--- config.mk ---
export PLATFORM = sky130hd
export DESIGN_NAME = tug_match_ctrl
export DESIGN_NICKNAME = d
export VERILOG_FILES = /design/src/rtl/tug_match_ctrl.sv
export SDC_FILE = /design/constraint.sdc
export NUM_CORES = 1
export LEC_CHECK = 0
export ABC_AREA = 1
export CAP_MARGIN = 20
export CORE_ASPECT_RATIO = 1.4
export CORE_MARGIN = 10
export CORE_UTILIZATION = 43
export DETAILED_ROUTE_END_ITERATION = 8
export PLACE_DENSITY_LB_ADDON = 0.2
export SLEW_MARGIN = 10
export SYNTH_ARGS = -nofsm -noshare
export SYNTH_HDL_FRONTEND = slang
export SYNTH_SLANG_ARGS = --single-unit
--- constraint.sdc ---
create_clock -name clkSelect -period 2.5 [get_ports clkSelect]
set_clock_uncertainty 0.2 [all_clocks]
set_input_delay 0.5 -clock clkSelect [delete_from_list [all_inputs] [get_ports clkSelect]]
set_output_delay 0.5 -clock clkSelect [all_outputs]
set_load 0.05 [all_outputs]
--- src/rtl/tug_match_ctrl.sv ---
// Tug-of-war match sequencer: serves rounds, gates play, scores points, adapts cyber threshold.
// All outputs registered; one-cycle SERVE/POINT states, PAUSE_CYCLES-long inter-round pause.
module tug_match_ctrl #(
  parameter int WIN_SCORE    = 7,
  parameter int CNT_W        = 3,
  parameter int PAUSE_CYCLES = 384,
  parameter int THRESH_STEP  = 32
) (
  input  logic             clkSelect,
  input  logic             reset,
  input  logic             start,
  input  logic             lwin,
  input  logic             rwin,
  input  logic [8:0]       base_thresh,
  output logic             field_reset,
  output logic             play_en,
  output logic [CNT_W-1:0] score_l,
  output logic [CNT_W-1:0] score_r,
  output logic [9:0]       cyber_thresh,
  output logic             match_over,
  output logic [1:0]       winner
);

  localparam int PCNT_W = (PAUSE_CYCLES > 1) ? $clog2(PAUSE_CYCLES) : 1;
  localparam logic [PCNT_W-1:0] PAUSE_LAST = PCNT_W'(PAUSE_CYCLES - 1);
  localparam logic [CNT_W-1:0]  WIN        = CNT_W'(WIN_SCORE);
  localparam logic [10:0]       STEP       = 11'(THRESH_STEP);

  typedef enum logic [2:0] {IDLE, SERVE, PLAY, POINT, PAUSE, DONE} state_t;

  state_t            state;
  logic [PCNT_W-1:0] pause_cnt;
  logic              rw_left;
  logic [9:0]        base_q;

  logic [10:0]      up_sum;
  logic [10:0]      dn_limit;
  logic [9:0]       thr_up;
  logic [9:0]       thr_dn;
  logic [CNT_W-1:0] sl_inc;
  logic [CNT_W-1:0] sr_inc;
  logic [CNT_W-1:0] won_score;

  // Floor uses the threshold latched at match start, not the live switches.
  assign up_sum    = {1'b0, cyber_thresh} + STEP;
  assign dn_limit  = {1'b0, base_q} + STEP;
  assign thr_up    = (up_sum > 11'd1023) ? 10'h3FF : up_sum[9:0];
  assign thr_dn    = ({1'b0, cyber_thresh} < dn_limit) ? base_q : cyber_thresh - STEP[9:0];
  assign sl_inc    = (score_l == WIN) ? score_l : score_l + CNT_W'(1);
  assign sr_inc    = (score_r == WIN) ? score_r : score_r + CNT_W'(1);
  assign won_score = rw_left ? sl_inc : sr_inc;

  always_ff @(posedge clkSelect) begin
    if (reset) begin
      state        <= IDLE;
      pause_cnt    <= '0;
      rw_left      <= 1'b0;
      score_l      <= '0;
      score_r      <= '0;
      base_q       <= {1'b0, base_thresh};
      cyber_thresh <= {1'b0, base_thresh};
      field_reset  <= 1'b1;
      play_en      <= 1'b0;
      match_over   <= 1'b0;
      winner       <= 2'b00;
    end else begin
      case (state)
        IDLE: begin
          if (start) begin
            state        <= SERVE;
            base_q       <= {1'b0, base_thresh};
            cyber_thresh <= {1'b0, base_thresh};
          end
        end
        SERVE: begin
          state       <= PLAY;
          field_reset <= 1'b0;
          play_en     <= 1'b1;
        end
        PLAY: begin
          if (lwin && rwin) begin
            state       <= PAUSE;
            field_reset <= 1'b1;
            play_en     <= 1'b0;
          end else if (lwin || rwin) begin
            state   <= POINT;
            rw_left <= lwin;
            play_en <= 1'b0;
          end
        end
        POINT: begin
          if (rw_left) begin
            score_l      <= sl_inc;
            cyber_thresh <= thr_dn;
          end else begin
            score_r      <= sr_inc;
            cyber_thresh <= thr_up;
          end
          if (won_score == WIN) begin
            state      <= DONE;
            match_over <= 1'b1;
            winner     <= rw_left ? 2'b10 : 2'b01;
          end else begin
            state       <= PAUSE;
            field_reset <= 1'b1;
          end
        end
        PAUSE: begin
          if (pause_cnt == PAUSE_LAST) begin
            pause_cnt <= '0;
            state     <= SERVE;
          end else begin
            pause_cnt <= pause_cnt + PCNT_W'(1);
          end
        end
        DONE: begin
          // Field stays out of reset so the winning edge light remains lit.
          if (start) begin
            state        <= SERVE;
            score_l      <= '0;
            score_r      <= '0;
            base_q       <= {1'b0, base_thresh};
            cyber_thresh <= {1'b0, base_thresh};
            match_over   <= 1'b0;
            winner       <= 2'b00;
            field_reset  <= 1'b1;
          end
        end
        default: begin
          state       <= IDLE;
          field_reset <= 1'b1;
          play_en     <= 1'b0;
        end
      endcase
    end
  end

endmodule

==> results.toml <==
[status]
status = "finished, final reports clean"

[sta]
relSlewSlack = 0.6607
worst_pin_slew_ps = 507.3
fin_crit_ps = 2404
fin_crit_sh = 0.9617
drv_slew = 0
setup-violations-final = 0
hold_viol_final = 0
fmax_mhz = 415.9
setup_slack_ps = 95.86

[routing]
wl_met1_mm = 2.387
drtPass1Iterations = 5
wl_met3_um = 263
post_drt_via_cell_ratio = 5.122
wl_met2_mm = 3.370
first_iter_violations = 86
ant_nets = 0
drc_errors = 0
top_layer_used = "met4"
wire_per_inst_um = 13.17
via_count = 2387
wl_mm = 6.137

[yosys]
synth-edff-count = 18
yosysTopAreaCellShare = 0.2062
synth.most_common_cell = "nand2_1"
ys_warn_count = 0
ys_top_cells_by_count = "82 x nand2_1, 46 x inv_1, 31 x a21oi_1, 31 x nand3_1, 30 x nor2_1"
syn_avg_cell_area_sq_um = 7.554
synth_cells = 347
yosysTopAreaCell = "edfxtp_1"
ys_seq_area_frac = 0.3971
syn_area_sq_um = 2621
synth_flop_cell = "dfxtp_1"
netlist_top_cells_area = "edfxtp_1 21%, dfxtp_1 19%, nand2_1 12%"
ys_ff_latch = 43
synthArstFlopShare = 0
ys_types = 32
syn-num-nets = 379

[die]
dieHeight_um = 112.4
fp-row-count = 33
fp.dieArea_sq_um = 9663
core_area_sq_um = 5904
start_util = 0.4439
io_pins = 35
fp.dieW_um = 85.99

[finish]
areaGrowthSynthToFinish_pct = 22.82
nets = 427
stdcell_count = 466
num-fill-cells = 593
drive_gt1_frac = 0.1086
n_antenna_cell = 0

[worst_setup_path]
critical_path.cell_chain = "clkdlybuf4s50_1"
cp_num_buf_inv = 1
slowest_stage = "clkdlybuf4s50_1"
crit_cells = 1
cp-end-kind = "output pin"
critPathArrivalTime_ps = 1700
crit_required_ps = 1800
max_stage_delay_ps = 870
cp_max_fo = 7
startpoint_type = "register"
critical_path.top_delay_family = "buffers and inverters"
worstSetupPathType = "reg2out"
rr_worst_depth = 10

[flow_run]
maxCapViolCount = 0

[placement]
dp_hpwl_mm = 5.016
dp_slack_ps = 66.26
portBuffers = 34
gp_congestion = 0.8751
dp.cells = 456

[pwr]
power_per_cell_area_nw_per_um2 = 1057
vdd_ir_drop_max_mv = 0.7050
p_total_mw = 3.403
p_leak_nw = 1.383

[global_route]
grt_pass1_wl_mm = 10.47
globalRouteTotalUtil = 0.1297
antenna_found_initial = 0
overflow = 0
grt_max_degree = 16
grt_pass1_vias = 2332

[clock_tree]
root_buffer = "clkbuf_8"
hold_buffers = 0
clkTransAtPathRegs_ps = 90
cts_tree = "yes"
clk-insertion-delay-late_ps = 300
h-tree-depth = 2
cts-buffers-inserted = 5
numClockSinks = 43
clk_path_buf_depth = 2

[min_path]
holdPathStages = 2
hold_class = "reg2reg"
==> worst paths after layout <==
check                            start                   endpoint  slack [ps]
min reg2reg     winner[0]$_SDFFE_PP0P_     winner[0]$_SDFFE_PP0P_         270
max          cyber_thresh[6]$_DFFE_PP_            cyber_thresh[6]         100
max reg2reg        base_q[6]$_DFFE_PP_  cyber_thresh[3]$_DFFE_PP_         130
min             winner[0]$_SDFFE_PP0P_     winner[0]$_SDFFE_PP0P_         270
==> logic make-up (layout without fill, tap and decap cells) <==
kind of cell | Yosys count | in the layout | synth area share
compound gates | 53 | 53 | 0.1122
simple gates | 172 | 172 | 0.2959
xor+xnor | 8 | 8 | 0.02673
flops | 43 | 43 | 0.3971
buf+inv | 53 | 102 | 0.08210
fa+ha+maj | 18 | 18 | 0.08592
==> cell usage in the layout (no fill, tap or decap), types with 6 or more instances in the layout <==
cell type / count
nand4_1: 6
a21oi_1: 29
edfxtp_1: 18
inv_1: 44
ha_1: 18
xor2_1: 6
buf_4: 12
clkdlybuf4s50_1: 34
dfxtp_1: 25
nor2_1: 29
nand3_1: 30
o21ai_0: 12
nand2_1: 82
==> per-layer routing <==
metal | GRT usage | up-vias
li1 | - | 1238
met1 | 0.1348 | 1093
met2 | 0.2417 | 48
met3 | 0.02894 | 8
met4 | 0.04846 | 0
met5 | 0 | -
==> flip-flops by register name (all words and copies together) (netlist names) <==
register and flops:
base_q 9, cyber_thresh 10, field_reset 1, match_over 1, pause_cnt 9, play_en 1
rw_left 1, score_l 3, score_r 3, state 3, winner 2
==> timing repair <==
action	CTS	global route
gates resized for setup	0	5
endpoints found under the setup margin	0	11
buffers inserted	0	2
==> layout make-up <==
| cell class | instances | area [sq um] | area share |
|---|---|---|---|
| Sequential cell | 43 | 1041 | 0.3234 |
| Inverter | 48 | 180.2 | 0.05597 |
| Clock buffer | 5 | 68.82 | 0.02138 |
| Tap cell | 70 | 87.58 | 0.02721 |
| Clock inverter | 3 | 23.77 | 0.007384 |
| Timing Repair Buffer | 46 | 430.4 | 0.1337 |
| Multi-Input combinational cell | 251 | 1388 | 0.4310 |
==> power breakdown <==
part	total, mW	switching, mW	internal, mW
Clock	0.457	0.257	0.200
Sequential	1.14	0.178	0.959
Combinational	1.81	1.16	0.645
==> stage by stage <==
stage | instance area [sq um] | hold WS (ps) | utilization | setup TNS, ps
5_1_grt | 3219 | 293.5 | 0.5452 | -352.3
3_3_place_gp | 3100 | 252.9 | 0.5251 | 0
6_report | 3219 | 269.1 | 0.5452 | 0
4_1_cts | 3193 | 273.1 | 0.5408 | 0
2_1_floorplan | 2633 | 245.3 | - | 0
3_5_place_dp | 3100 | 251.3 | 0.5251 | 0
No activity file was read; power rests on OpenSTA's default activity.
==> patch 1: new RTL, same flow settings <==
Change the parameter `CNT_W` from 3 to 6.
--- a/src/rtl/tug_match_ctrl.sv
+++ b/src/rtl/tug_match_ctrl.sv
@@ -3,5 +3,5 @@
 module tug_match_ctrl #(
   parameter int WIN_SCORE    = 7,
-  parameter int CNT_W        = 3,
+  parameter int CNT_W        = 6,
   parameter int PAUSE_CYCLES = 384,
   parameter int THRESH_STEP  = 32
Interface: changed (resized score_l and score_r); port bits go from 35 to 41. No check against the original RTL was run, so the function may have changed too.
==> patch 1 against the original RTL <==
Design area up 18%; synthesized area up 17%; largest power group unchanged; non-clock buffer count up 9; core utilization up 0.47 points; power up 8.4%; critical path type is now reg2reg; first-iteration DRC count up 58%; routed wire length up 21%; worst setup slack worse by 0.035 ns; sequential cell count up 6.
==> patch 1: results <==
group,metric,value,unit
detailed_routing,routed_wirelength,7.43,mm
setup_path,r2r_end,"cyber_thresh[8]",
global_routing,grt_pass1_vias,2860,
cells_and_area,multi_input_area,1710,sq um
detailed_routing,drtPass1Iterations,4,
setup_path,slowest_delay,0.41,ns
detailed_routing,post_drt_via_cell_ratio,5.01,
setup_path,crit_arrival,2.30,ns
cells_and_area,buffers,55,
setup_path,setup.worst_path.class,"reg2reg",
global_routing,grt_pass1_wl,12.7,mm
sta,whs,0.272,ns
power,pg_seq,0.00122,W
cells_and_area,buffer_area_frac,0.135,
cells_and_area,inverters_excl_clock,55,
power,p_sw,0.00165,W
power,comb_power,0.00191,W
worst_hold_path,holdPathStages,2,
global_routing,grt_max_degree,18,
cells_and_area,largest_registers,"cyber_thresh: 10 flops, base_q: 9 flops, pause_cnt: 9 flops",
setup_path,slowest_stage,"edfxtp_1",
placed_design,place_ws,0.0216,ns
cells_and_area,seq_cells,49,
synthesis,ys_seq_area_frac,0.379,
power,ir_drop,431,uV
cells_and_area,antenna_cells,0,
detailed_routing,drtIter0Drc,136,
setup_path,reg2reg_slack,0.06,ns
cells_and_area,nFillCells,694,
setup_path,reg2reg_depth,12,
detailed_routing,vias,2843,
cells_and_area,drive_gt1_frac,0.137,
worst_hold_path,min_from,"play_en",
placed_design,place_area,3650,sq um
power,leakage,1.56,nW
placed_design,placed_cells,556,
global_routing,grtUsageTotal,0.137,
sta,maxSlewHeadroom,0.660,
run_status,outcome,"finished clean",
cells_and_area,finish.instance_area,3810,sq um
synthesis,synthTopCellsByCount,"nand2_1, nor2_1, inv_1",
synthesis,synthCells,416,
placed_design,port_buffers,40,
power,pwr-share-comb,0.517,
synthesis,synth_area_leaders,"dfxtp_1, edfxtp_1, nand2_1",
cells_and_area,nMultiInputCombCells,306,
cells_and_area,seqCellArea,1160,sq um
placed_design,gp_congestion,0.869,
cells_and_area,clock_buffers,6,
setup_path,cp_top_family,"adder cells",
clock_tree,cts_setup_buffers,1,
synthesis,synth_fp_nets,448,
[patch 1: how the worst max path moves through the flow]
stage,end,slack [ns],cells past startpoint
after detailed placement,cyber_thresh[8],0.02,12
after CTS,cyber_thresh[8],0.006,12
after floorplan,cyber_thresh[0],0.03,6
final,cyber_thresh[8],0.06,12
after global routing,cyber_thresh[8],-0.08,12
after global placement,cyber_thresh[8],0.1,12
[patch 1: cell families (layout without fill, tap and decap cells)]
kind of cell / after synthesis / after routing / share of synthesized area
AND/OR/NAND/NOR: 206 / 206 / 0.305
AO/OA/AOI/OAI: 72 / 72 / 0.137
buffers and inverters: 61 / 118 / 0.0760
flip-flops: 49 / 49 / 0.379
adder cells (fa/ha/maj): 18 / 18 / 0.0736
XOR/XNOR: 10 / 10 / 0.0286
[patch 1: layer usage]
metal / routed length [um] / global-route usage
met3: 245 / 0.0237
met4: 129 / 0.0422
met5: 0 / 0
met2: 3930 / 0.262
met1: 3130 / 0.148
==> patch 2: new RTL, same flow settings <==
Made on the original files. Compare `pause_cnt` against `PAUSE_LAST` with >= in place of ==.
--- a/src/rtl/tug_match_ctrl.sv
+++ b/src/rtl/tug_match_ctrl.sv
@@ -107,5 +107,5 @@
         end
         PAUSE: begin
-          if (pause_cnt == PAUSE_LAST) begin
+          if (pause_cnt >= PAUSE_LAST) begin
             pause_cnt <= '0;
             state     <= SERVE;
Function: no difference found for any inputs over 10 cycles, from zero or initial values and one cycle with reset high; that may be too few to reach the edited logic, so the function may still have changed.
==> patch 2 against the original RTL <==
Power is 15% lower; sequential cell count unchanged; worst setup slack better by 0.0028 ns; routed wire length fell by 1.7%; register-to-register slack improved by 0.05 ns; design area grew 0.74%; synthesized area decreased by 0.48%; largest cell class unchanged.
==> patch 2: results <==
group,metric,value,unit
placed_design,placed_cells,454,
global_routing,grtUsageMet3,0.0318,
synthesis,synth_area_leaders,"edfxtp_1, dfxtp_1, nand2_1",
run_status,outcome,"finished clean",
power,ir_drop,421,uV
placed_design,place_hpwl,4.86,mm
cells_and_area,layoutNonFillerInstCount,463,
synthesis,synth_cell_types,33,
sta,maxSlewHeadroom,0.659,
power,p_per_area,895,nW/um^2
cells_and_area,clk_share,0.0332,
power,leakage,1.44,nW
detailed_routing,drtIter0Drc,94,
detailed_routing,drtPass1Iterations,4,
cells_and_area,final_nets,424,
cells_and_area,multi_input_area,1400,sq um
clock_tree,clk_pin_slew,0.08,ns
detailed_routing,vias,2317,
global_routing,grt_max_degree,14,
global_routing,grt_pass1_wl,10.4,mm
cells_and_area,buffers,45,
cells_and_area,nFillCells,562,
setup_path,cp_max_fo,8,
synthesis,synthTopCellsByCount,"nand2_1, inv_1, nand3_1",
cells_and_area,buffer_area_frac,0.130,
detailed_routing,met2_length,3.24,mm
cells_and_area,clock_buffers,5,
detailed_routing,wl_met1,2.43,mm
die,dieArea,9630,sq um
global_routing,grt_pass1_vias,2360,
placed_design,place_area,3090,sq um
synthesis,synthCells,344,
global_routing,grtUsageTotal,0.130,
clock_tree,cts_resized,1,
detailed_routing,wl_met3,245,um
synthesis,synth_fp_nets,376,
cells_and_area,drive_gt1_frac,0.104,
==> patch 2: cell types whose count changed after synthesis, moves of 3 or more <==
cell / change
or2_2: -3
xor2_1: +4
a21oi_1: -9
nand3_1: +7
nor2_1: -4
nor3_1: -4
nand2_1: +7
a2bb2oi_1: +5
==> patch 2: logic make-up after synthesis <==
kind of cell,after synthesis,synth area share
DFF,43,0.399
xor gates and xnor gates,12,0.0403
AOI/OAI and AO/OA,46,0.104
buffers and inverters,52,0.0782
adders and majority gates,18,0.0863
and+or+nand+nor,173,0.293
==> patch 2: final timing paths <==
path              startpoint               to  slack (ns)
min             pause_cnt[6]     pause_cnt[6]        0.26
min reg2reg     pause_cnt[6]     pause_cnt[6]        0.26
max reg2reg        base_q[5]  cyber_thresh[8]        0.18
max          cyber_thresh[7]  cyber_thresh[7]         0.1
==> patch 2: where the power goes <==
part           internal (W)  switching, W
Sequential         0.000887      0.000121
Clock              0.000292      0.000236
Combinational      0.000504      0.000864
